===== src/rtl/display_pkg.sv =====
// rtl/display_pkg.sv - shared types and constants for the result display
// FSM states, digit codes, segment patterns and the result-to-digit formatter.
package display_pkg;

    typedef enum logic [1:0] {
        ST_BLANK,
        ST_LOAD,
        ST_SHOW,
        ST_ERR
    } state_e;

    typedef logic [3:0][3:0] digits_t;

    localparam logic [3:0] DIG_MINUS = 4'd10;
    localparam logic [3:0] DIG_E     = 4'd11;
    localparam logic [3:0] DIG_R     = 4'd12;
    localparam logic [3:0] DIG_BLANK = 4'd15;

    // Active-low, bit 0 = segment a ... bit 6 = segment g.
    localparam logic [6:0] SEG_0     = 7'b1000000;
    localparam logic [6:0] SEG_1     = 7'b1111001;
    localparam logic [6:0] SEG_2     = 7'b0100100;
    localparam logic [6:0] SEG_3     = 7'b0110000;
    localparam logic [6:0] SEG_4     = 7'b0011001;
    localparam logic [6:0] SEG_5     = 7'b0010010;
    localparam logic [6:0] SEG_6     = 7'b0000010;
    localparam logic [6:0] SEG_7     = 7'b1111000;
    localparam logic [6:0] SEG_8     = 7'b0000000;
    localparam logic [6:0] SEG_9     = 7'b0010000;
    localparam logic [6:0] SEG_MINUS = 7'b0111111;
    localparam logic [6:0] SEG_E     = 7'b0000110;
    localparam logic [6:0] SEG_R     = 7'b0101111;
    localparam logic [6:0] SEG_BLANK = 7'b1111111;

    // Digit 3 is the leftmost position; a zero result never carries a minus sign.
    function automatic digits_t format_digits(input logic [4:0] res,
                                              input logic       dbz,
                                              input logic       zro);
        logic [3:0] mag;
        logic [3:0] ones;
        logic       ten;
        digits_t    d;
        mag  = res[3:0];
        ten  = (mag >= 4'd10);
        ones = ten ? (mag - 4'd10) : mag;
        if (dbz) begin
            d = {DIG_BLANK, DIG_E, DIG_R, DIG_R};
        end else if (zro || (mag == 4'd0)) begin
            d = {DIG_BLANK, DIG_BLANK, DIG_BLANK, 4'd0};
        end else begin
            d = {DIG_BLANK,
                 res[4] ? DIG_MINUS : DIG_BLANK,
                 ten ? 4'd1 : DIG_BLANK,
                 ones};
        end
        return d;
    endfunction

endpackage


===== src/rtl/seg7_decode.sv =====
// rtl/seg7_decode.sv - digit code to active-low seven-segment pattern
// Purely combinational; unused codes 13 and 14 show nothing.
module seg7_decode
    import display_pkg::*;
(
    input  logic [3:0] code_i,
    output logic [6:0] seg_o
);

    always_comb begin
        seg_o = SEG_BLANK;
        case (code_i)
            4'd0:      seg_o = SEG_0;
            4'd1:      seg_o = SEG_1;
            4'd2:      seg_o = SEG_2;
            4'd3:      seg_o = SEG_3;
            4'd4:      seg_o = SEG_4;
            4'd5:      seg_o = SEG_5;
            4'd6:      seg_o = SEG_6;
            4'd7:      seg_o = SEG_7;
            4'd8:      seg_o = SEG_8;
            4'd9:      seg_o = SEG_9;
            DIG_MINUS: seg_o = SEG_MINUS;
            DIG_E:     seg_o = SEG_E;
            DIG_R:     seg_o = SEG_R;
            default:   seg_o = SEG_BLANK;
        endcase
    end

endmodule


===== src/rtl/result_display.sv =====
// rtl/result_display.sv - calculator result capture and 4-digit multiplexed display
// Accepts a signed-magnitude result, formats it, and scans it onto a common-anode display.
module result_display
    import display_pkg::*;
#(
    parameter int REFRESH_DIV  = 50000,
    parameter int BLINK_FRAMES = 64
) (
    input  logic       clk,
    input  logic       rst,
    input  logic       res_valid,
    input  logic [4:0] result,
    input  logic       divbyzero,
    input  logic       zero,
    output logic       res_ready,
    output logic [3:0] an,
    output logic [6:0] seg,
    output logic       dp
);

    localparam int RW = (REFRESH_DIV > 2) ? $clog2(REFRESH_DIV) : 1;
    localparam int FW = (BLINK_FRAMES > 1) ? $clog2(BLINK_FRAMES) : 1;
    localparam logic [RW-1:0] REF_LAST   = RW'(REFRESH_DIV - 1);
    localparam logic [FW-1:0] FRAME_LAST = FW'(BLINK_FRAMES - 1);

    state_e        state_q;
    logic          ready_q;
    logic [4:0]    cap_result_q;
    logic          cap_dbz_q;
    logic          cap_zero_q;
    digits_t       digits_q;

    logic [RW-1:0] refresh_q;
    logic [1:0]    idx_q;
    logic [FW-1:0] frame_q;
    logic          blink_q;

    logic [3:0]    an_q, an_d;
    logic [6:0]    seg_q, seg_d;
    logic [6:0]    dec_seg;

    logic accept;
    logic enter_err;
    logic ref_wrap;
    logic idx_wrap;
    logic frame_wrap;
    logic blank_now;

    assign accept     = res_valid && ready_q;
    assign enter_err  = (state_q == ST_LOAD) && cap_dbz_q;
    assign ref_wrap   = (refresh_q == REF_LAST);
    assign idx_wrap   = ref_wrap && (idx_q == 2'd3);
    assign frame_wrap = idx_wrap && (frame_q == FRAME_LAST);
    assign blank_now  = (state_q == ST_BLANK) || ((state_q == ST_ERR) && blink_q);

    // Control FSM: capture on accept, format for exactly one LOAD cycle, then hold.
    always_ff @(posedge clk or posedge rst) begin
        if (rst) begin
            state_q      <= ST_BLANK;
            ready_q      <= 1'b1;
            cap_result_q <= 5'd0;
            cap_dbz_q    <= 1'b0;
            cap_zero_q   <= 1'b0;
            digits_q     <= {DIG_BLANK, DIG_BLANK, DIG_BLANK, DIG_BLANK};
        end else begin
            case (state_q)
                ST_LOAD: begin
                    digits_q <= format_digits(cap_result_q, cap_dbz_q, cap_zero_q);
                    ready_q  <= 1'b1;
                    state_q  <= cap_dbz_q ? ST_ERR : ST_SHOW;
                end
                default: begin
                    if (accept) begin
                        cap_result_q <= result;
                        cap_dbz_q    <= divbyzero;
                        cap_zero_q   <= zero;
                        ready_q      <= 1'b0;
                        state_q      <= ST_LOAD;
                    end
                end
            endcase
        end
    end

    // Scan timing runs free in every state; only the blink timing restarts on ERR entry.
    always_ff @(posedge clk or posedge rst) begin
        if (rst) begin
            refresh_q <= '0;
            idx_q     <= 2'd0;
            frame_q   <= '0;
            blink_q   <= 1'b0;
        end else begin
            refresh_q <= ref_wrap ? '0 : (refresh_q + 1'b1);
            if (ref_wrap) begin
                idx_q <= idx_q + 2'd1;
            end
            if (enter_err) begin
                frame_q <= '0;
                blink_q <= 1'b0;
            end else begin
                if (idx_wrap) begin
                    frame_q <= frame_wrap ? '0 : (frame_q + 1'b1);
                end
                if (frame_wrap) begin
                    blink_q <= ~blink_q;
                end
            end
        end
    end

    seg7_decode u_decode (
        .code_i (digits_q[idx_q]),
        .seg_o  (dec_seg)
    );

    always_comb begin
        an_d  = 4'b1111;
        seg_d = SEG_BLANK;
        if (!blank_now) begin
            an_d  = ~(4'b0001 << idx_q);
            seg_d = dec_seg;
        end
    end

    always_ff @(posedge clk or posedge rst) begin
        if (rst) begin
            an_q  <= 4'b1111;
            seg_q <= SEG_BLANK;
        end else begin
            an_q  <= an_d;
            seg_q <= seg_d;
        end
    end

    assign res_ready = ready_q;
    assign an        = an_q;
    assign seg       = seg_q;
    assign dp        = 1'b1;

endmodule

===== config.mk =====
export PLATFORM = sky130hd
export DESIGN_NAME = result_display
export DESIGN_NICKNAME = d
export VERILOG_FILES = /design/src/rtl/display_pkg.sv /design/src/rtl/seg7_decode.sv /design/src/rtl/result_display.sv
export SDC_FILE = /design/constraint.sdc
export NUM_CORES = 1
export LEC_CHECK = 0
export CORE_ASPECT_RATIO = 0.75
export CORE_MARGIN = 2
export CORE_UTILIZATION = 57
export CTS_CLUSTER_DIAMETER = 30
export DETAILED_ROUTE_END_ITERATION = 8
export PLACE_DENSITY_LB_ADDON = 0.08
export SLEW_MARGIN = 20
export SYNTH_ARGS = -nofsm -noshare
export SYNTH_HDL_FRONTEND = slang
export SYNTH_SLANG_ARGS = --single-unit

===== constraint.sdc =====
create_clock -name clk -period 2.05 [get_ports clk]
set_input_delay 0.41 -clock clk [delete_from_list [all_inputs] [get_ports clk]]
set_output_delay 0.41 -clock clk [all_outputs]
set_load 0.02 [all_outputs]

==> results.ini <==
[status]
status=completed

[sta]
hold_ws_ns=0.434
fmax_mhz=517
finalSetupViolCount=0
finalCritPeriodShare_pct=94.3
setup_ws_ns=0.116
fin_skew_ns=0.00924
drv_slew=0
relSlewSlack_pct=66.2
hold_viol=0
post-route-min-period_ns=1.93
worst_slew_pin_slew_ns=0.505

[clock_tree]
clockBufferDepth=2
numCtsBuffers=5
clock_latency_ns=0.31
htree_levels=2
cts_tree=yes
cts.clk_slew.worst_paths_ns=0.10
clock-root-buffer=clkbuf_8
ctsHoldBuffers=0
cts_sinks=55

[floorplanning]
die_height_um=64.5
die_w_um=84.6
die_area_sq_um=5450
initial_core_util_pct=60.8
coreArea_sq_um=4570
ios=23
rows=21

[worst_setup_path]
crit_type=flop to flop
cp_top_family=compound AO/OA/AOI/OAI gates
cp.required_ns=2.29
worstPathMaxFanout=9
crit_chain=buf_4 > nor2b_1 > a211o_1 > buf_4 > ha_4 > mux2i_1 > nand2_1 > a31oi_1 > nand4b_1
crit_arrival_ns=2.18
cp-end-kind=flop
cp_common_cell=buf_4
path_buf_inv=2
critPathSlowestCell=dfrtp_1
slowest_delay_ns=0.39
critPathLaunchType=flop

[synth]
syn_nets=291
synth_area_leaders=dfrtp_1 (31%), dfstp_2 (20%), ha_1 (5.9%)
yosys_warnings=0
async_flop_share_pct=100
ys_ff_latch=55
synth-main-ff-cell=dfrtp_1
post-synth-top-area-fraction_pct=30.6
synthesis.instances=268
syn_area_per_cell_sq_um=10.4
synthMostInstantiatedCell=dfrtp_1
synth-seq-area-share_pct=50.5
synth_cell_type_count=45
synth_area_leader_cell=dfrtp_1
synth_edf_count=0
netlist_area_sq_um=2780
yosys-top-cells-count=dfrtp_1 (34), nor2_1 (23), dfstp_2 (21), nand2_1 (21), o21ai_0 (17)

[grt]
grt_first_pass_wirelength_um=9340
grtUsageTotal_pct=21.7
grt_pass1_vias=1932
globalRoute.totalOverflow=0
antenna_found_initial=0
grt_start_max_net_pins=35

[routing]
routed-via-count=2066
post_drt_wl_per_cell_um=14.9
drtIter0Drc=122
finalWirelength_um=5340
ant_nets=0
viasPerCell=5.75
first_pass_iters=4
route.detailed.drc=0

[placement]
dp.cells=349
numPortBuffers=21
place_ws_ns=0.0915
placed_area_sq_um=3120
gp_congestion=0.880
hpwl_um=3930

[pwr]
power.total_mw=3.56
p_per_area_nw_per_um2=1090
vdd_drop_max_v=0.000820
leakagePower_nw=1.41

[cells_and_area]
antenna_cells=0
drive_gt1_share_pct=18.9
final_cells=359
postLayoutCellArea_sq_um=3260
area_growth_pct=17.3
final_nets=324

[min_path]
hold_path.class=input pin to async pin

[run]
max_cap_viol_count=0

-- placed cells by master (no fill, tap or decap), types with 8 or more instances in the layout --
cell / count
a21oi_1: 12
buf_4: 12
clkdlybuf4s50_1: 21
dfrtp_1: 34
dfstp_2: 21
ha_1: 12
inv_1: 11
mux2i_1: 8
nand2_1: 21
nand3_1: 12
nor2_1: 23
o21ai_0: 17
xnor2_1: 8
-- cells by family after synthesis --
kind of cell    Yosys count  synth area share [%]
simple gates            100                  19.3
fa+ha+maj                13                  5.86
mux                      13                  4.91
buf+inv                  21                  3.60
compound gates           54                  12.2
xor+xnor                 11                  3.47
flops                    55                  50.5
other cells               1                 0.135
-- timing repair --
| action | CTS | global route |
|---|---|---|
| endpoints found under the hold margin | 0 | 0 |
| resized for setup | 0 | 3 |
| endpoints found under the setup margin | 0 | 1 |
| setup buffers | 0 | 2 |
-- area by class of cell --
class	count	area (sq um)
clock buffers	7	96.3
multi-input cells	192	1300
well taps	57	71.3
inverters	12	45.0
repair buffers	35	340
clock inverters	1	7.51
flip-flops and latches	55	1400
fillers	346	1310
-- worst paths after layout --
kind	to	from	slack (ns)	cells past startpoint
worst max-delay path	seg[4]	idx_q[0]	0.12	9
worst min register to register	digits_q[5]	digits_q[5]	0.49	2
max in group asynchronous	seg[0]	rst	1.33	3
worst max register to register	seg[4]	idx_q[0]	0.12	9
worst min-delay path	refresh_q[7]	rst	0.43	3
min in group clk	digits_q[5]	digits_q[5]	0.49	2
-- through the flow --
stage / utilization [%] / TNS [ns]
detailed placement: 68.2 / 0
global route: 71.3 / -0.00123
finish: 71.3 / 0
CTS: 70.5 / 0
global placement: 68.2 / 0
floorplan: - / 0
-- report_power, final --
group	internal, mW	switching (mW)
Combinational	0.611	0.649
Sequential	1.44	0.202
Clock	0.308	0.348
Total	2.36	1.20
-- sequential cells by signal (all words and copies together), names as in the netlist --
| name | cells |
|---|---|
| frame_q | 6 |
| idx_q | 2 |
| digits_q | 9 |
| res_ready | 1 |
| refresh_q | 16 |
| cap_zero_q | 1 |
| state_q | 2 |
| cap_result_q | 5 |
| an | 4 |
| cap_dbz_q | 1 |
| blink_q | 1 |
| seg | 7 |
-- worst min-delay path: stages --
cell and delay, ns:
clkdlybuf4s50_1 0.41, inv_2 0.10, buf_12 0.17
-- metal layers --
layer,global-route usage (%),wire [um],vias up
met1,33.8,2870,1000
li1,-,-,1010
met5,0,0,-
met4,6.94,63,0
met3,3.95,218,6
met2,30.8,2200,50
(Power assumes the default switching activity.)
==> edit, RTL diff (config.mk and constraints unchanged) <==
`REFRESH_DIV`: 50000 -> 200000.
--- a/src/rtl/result_display.sv
+++ b/src/rtl/result_display.sv
@@ -4,5 +4,5 @@
     import display_pkg::*;
 #(
-    parameter int REFRESH_DIV  = 50000,
+    parameter int REFRESH_DIV  = 200000,
     parameter int BLINK_FRAMES = 64
 ) (
Behaviour: same outputs for any inputs over 10 cycles, from zero or initial values and one cycle with rst high; that may be too few to reach the edited logic, so the function may still have changed.
==> edit against the unedited design <==
The run now ends with negative setup slack left; power is 7.9% higher; global-route usage is 0.91 points higher; worst setup slack worse by 120 ps; via count is 5.1% higher; count of clock-buffer cells in the layout is 2 higher; design area is 8.6% higher; sequential cell count is 2 higher; die area is 2.0% higher; synthesized area is 2.1% higher; routed wire length is 6.9% higher.
==> edit: results <==
group,metric,value,unit
outcome,outcome,"finished with violations",
outcome,violations,"negative setup slack",
routing,wl_per_cell,15.0,um
synth,synth-compound-area-share,0.121,
synth,muxShareOfSynthArea,0.0534,
synth,avgSynthCellArea,10.6,um2
routing,vias,2171,
clock_network,cts.clk_slew.worst_paths,70,ps
synth,ys_types,51,
cells_and_area,layout-drive-gt1-share,0.264,
synth,synthTopCellsByArea,"dfrtp_1 (32%), dfstp_2 (19%), ha_1 (5.7%)",
synth,yosys-top-cells-count,"dfrtp_1 (36), dfstp_2 (21), nor2_1 (20)",
power,leakage,1.54,nW
timing,setup_violations,1,
clock_network,cts_buffers,9,
synth,synth-xor-area-share,0.0401,
timing,clock-skew-final,6.38,ps
placed_design,dpl.hpwl,3960,um
routing,drt-initial-drc-count,142,
cells_and_area,nets,340,
timing,tns,-5.79,ps
placed_design,dp_slack,-108,ps
clock_network,clk-insertion-delay-late,340,ps
critical_path,cp_max_fo,6,
worst_hold_path,hp-class,"flip-flop to flip-flop",
grt,grt_pass1_vias,1990,
placed_design,gp_congestion,0.836,
timing,setup_ws,-5.79,ps
cells_and_area,largest_reg_flops,18,
-- edit: what timing repair did --
item	CTS	global route
endpoints found under the hold margin	0	0
endpoints found under the setup margin	6	16
pin swaps	3	3
setup buffers	2	0
cloned	0	2
gates resized for setup	5	6
-- edit: layer usage --
layer  up-vias  track usage  routed length [um]
met3         6       0.0678                 236
met2        48        0.320                2460
met1      1053        0.329                2960
li1       1064            -                   -
met5         -            0                   0
met4         0       0.0833                  61
-- edit: worst paths after layout --
path	slack, ps	startpoint	end	depth (start not counted)
hold reg to reg	480	digits_q[5]	digits_q[5]	2
min in group asynchronous	540	rst	seg[5]	2
max in group asynchronous	1200	rst	an[2]	3
setup reg to reg	-6	refresh_q[14]	frame_q[2]	4
setup / recovery	-6	refresh_q[14]	frame_q[2]	4
hold / removal	480	digits_q[5]	digits_q[5]	2
-- edit: layout make-up --
type                            instances  area, um2
Fill cell                             367       1310
Multi-Input combinational cell        191       1360
Timing Repair Buffer                   47        419
Inverter                               11       41.3
Tap cell                               60       75.1
Sequential cell                        57       1450
Clock buffer                            9        124
Clock inverter                          7       71.3
-- edit: critical path, stage by stage, from the launching register on --
cell	delay, ps
dfrtp_1	380
or4b_4	560
or3_4	420
or4_4	490
a21oi_2	140
-- edit: power by group --
part	leakage, nW	internal (mW)	total [mW]	switching (mW)
sequential	0.687	1.48	1.66	0.180
clock	0.0912	0.557	1.03	0.469
combinational	0.760	0.580	1.15	0.570
total	1.54	2.62	3.84	1.22
-- edit: cell families (layout without fill, tap and decap cells) --
logic type / after synthesis / count (layout)
multiplexers: 13 / 13
AO/OA/AOI/OAI: 52 / 52
other: 1 / 1
buffers and inverters: 21 / 74
XOR/XNOR: 13 / 13
AND/OR/NAND/NOR: 98 / 99
flip-flops: 57 / 57
adder cells (fa/ha/maj): 13 / 13
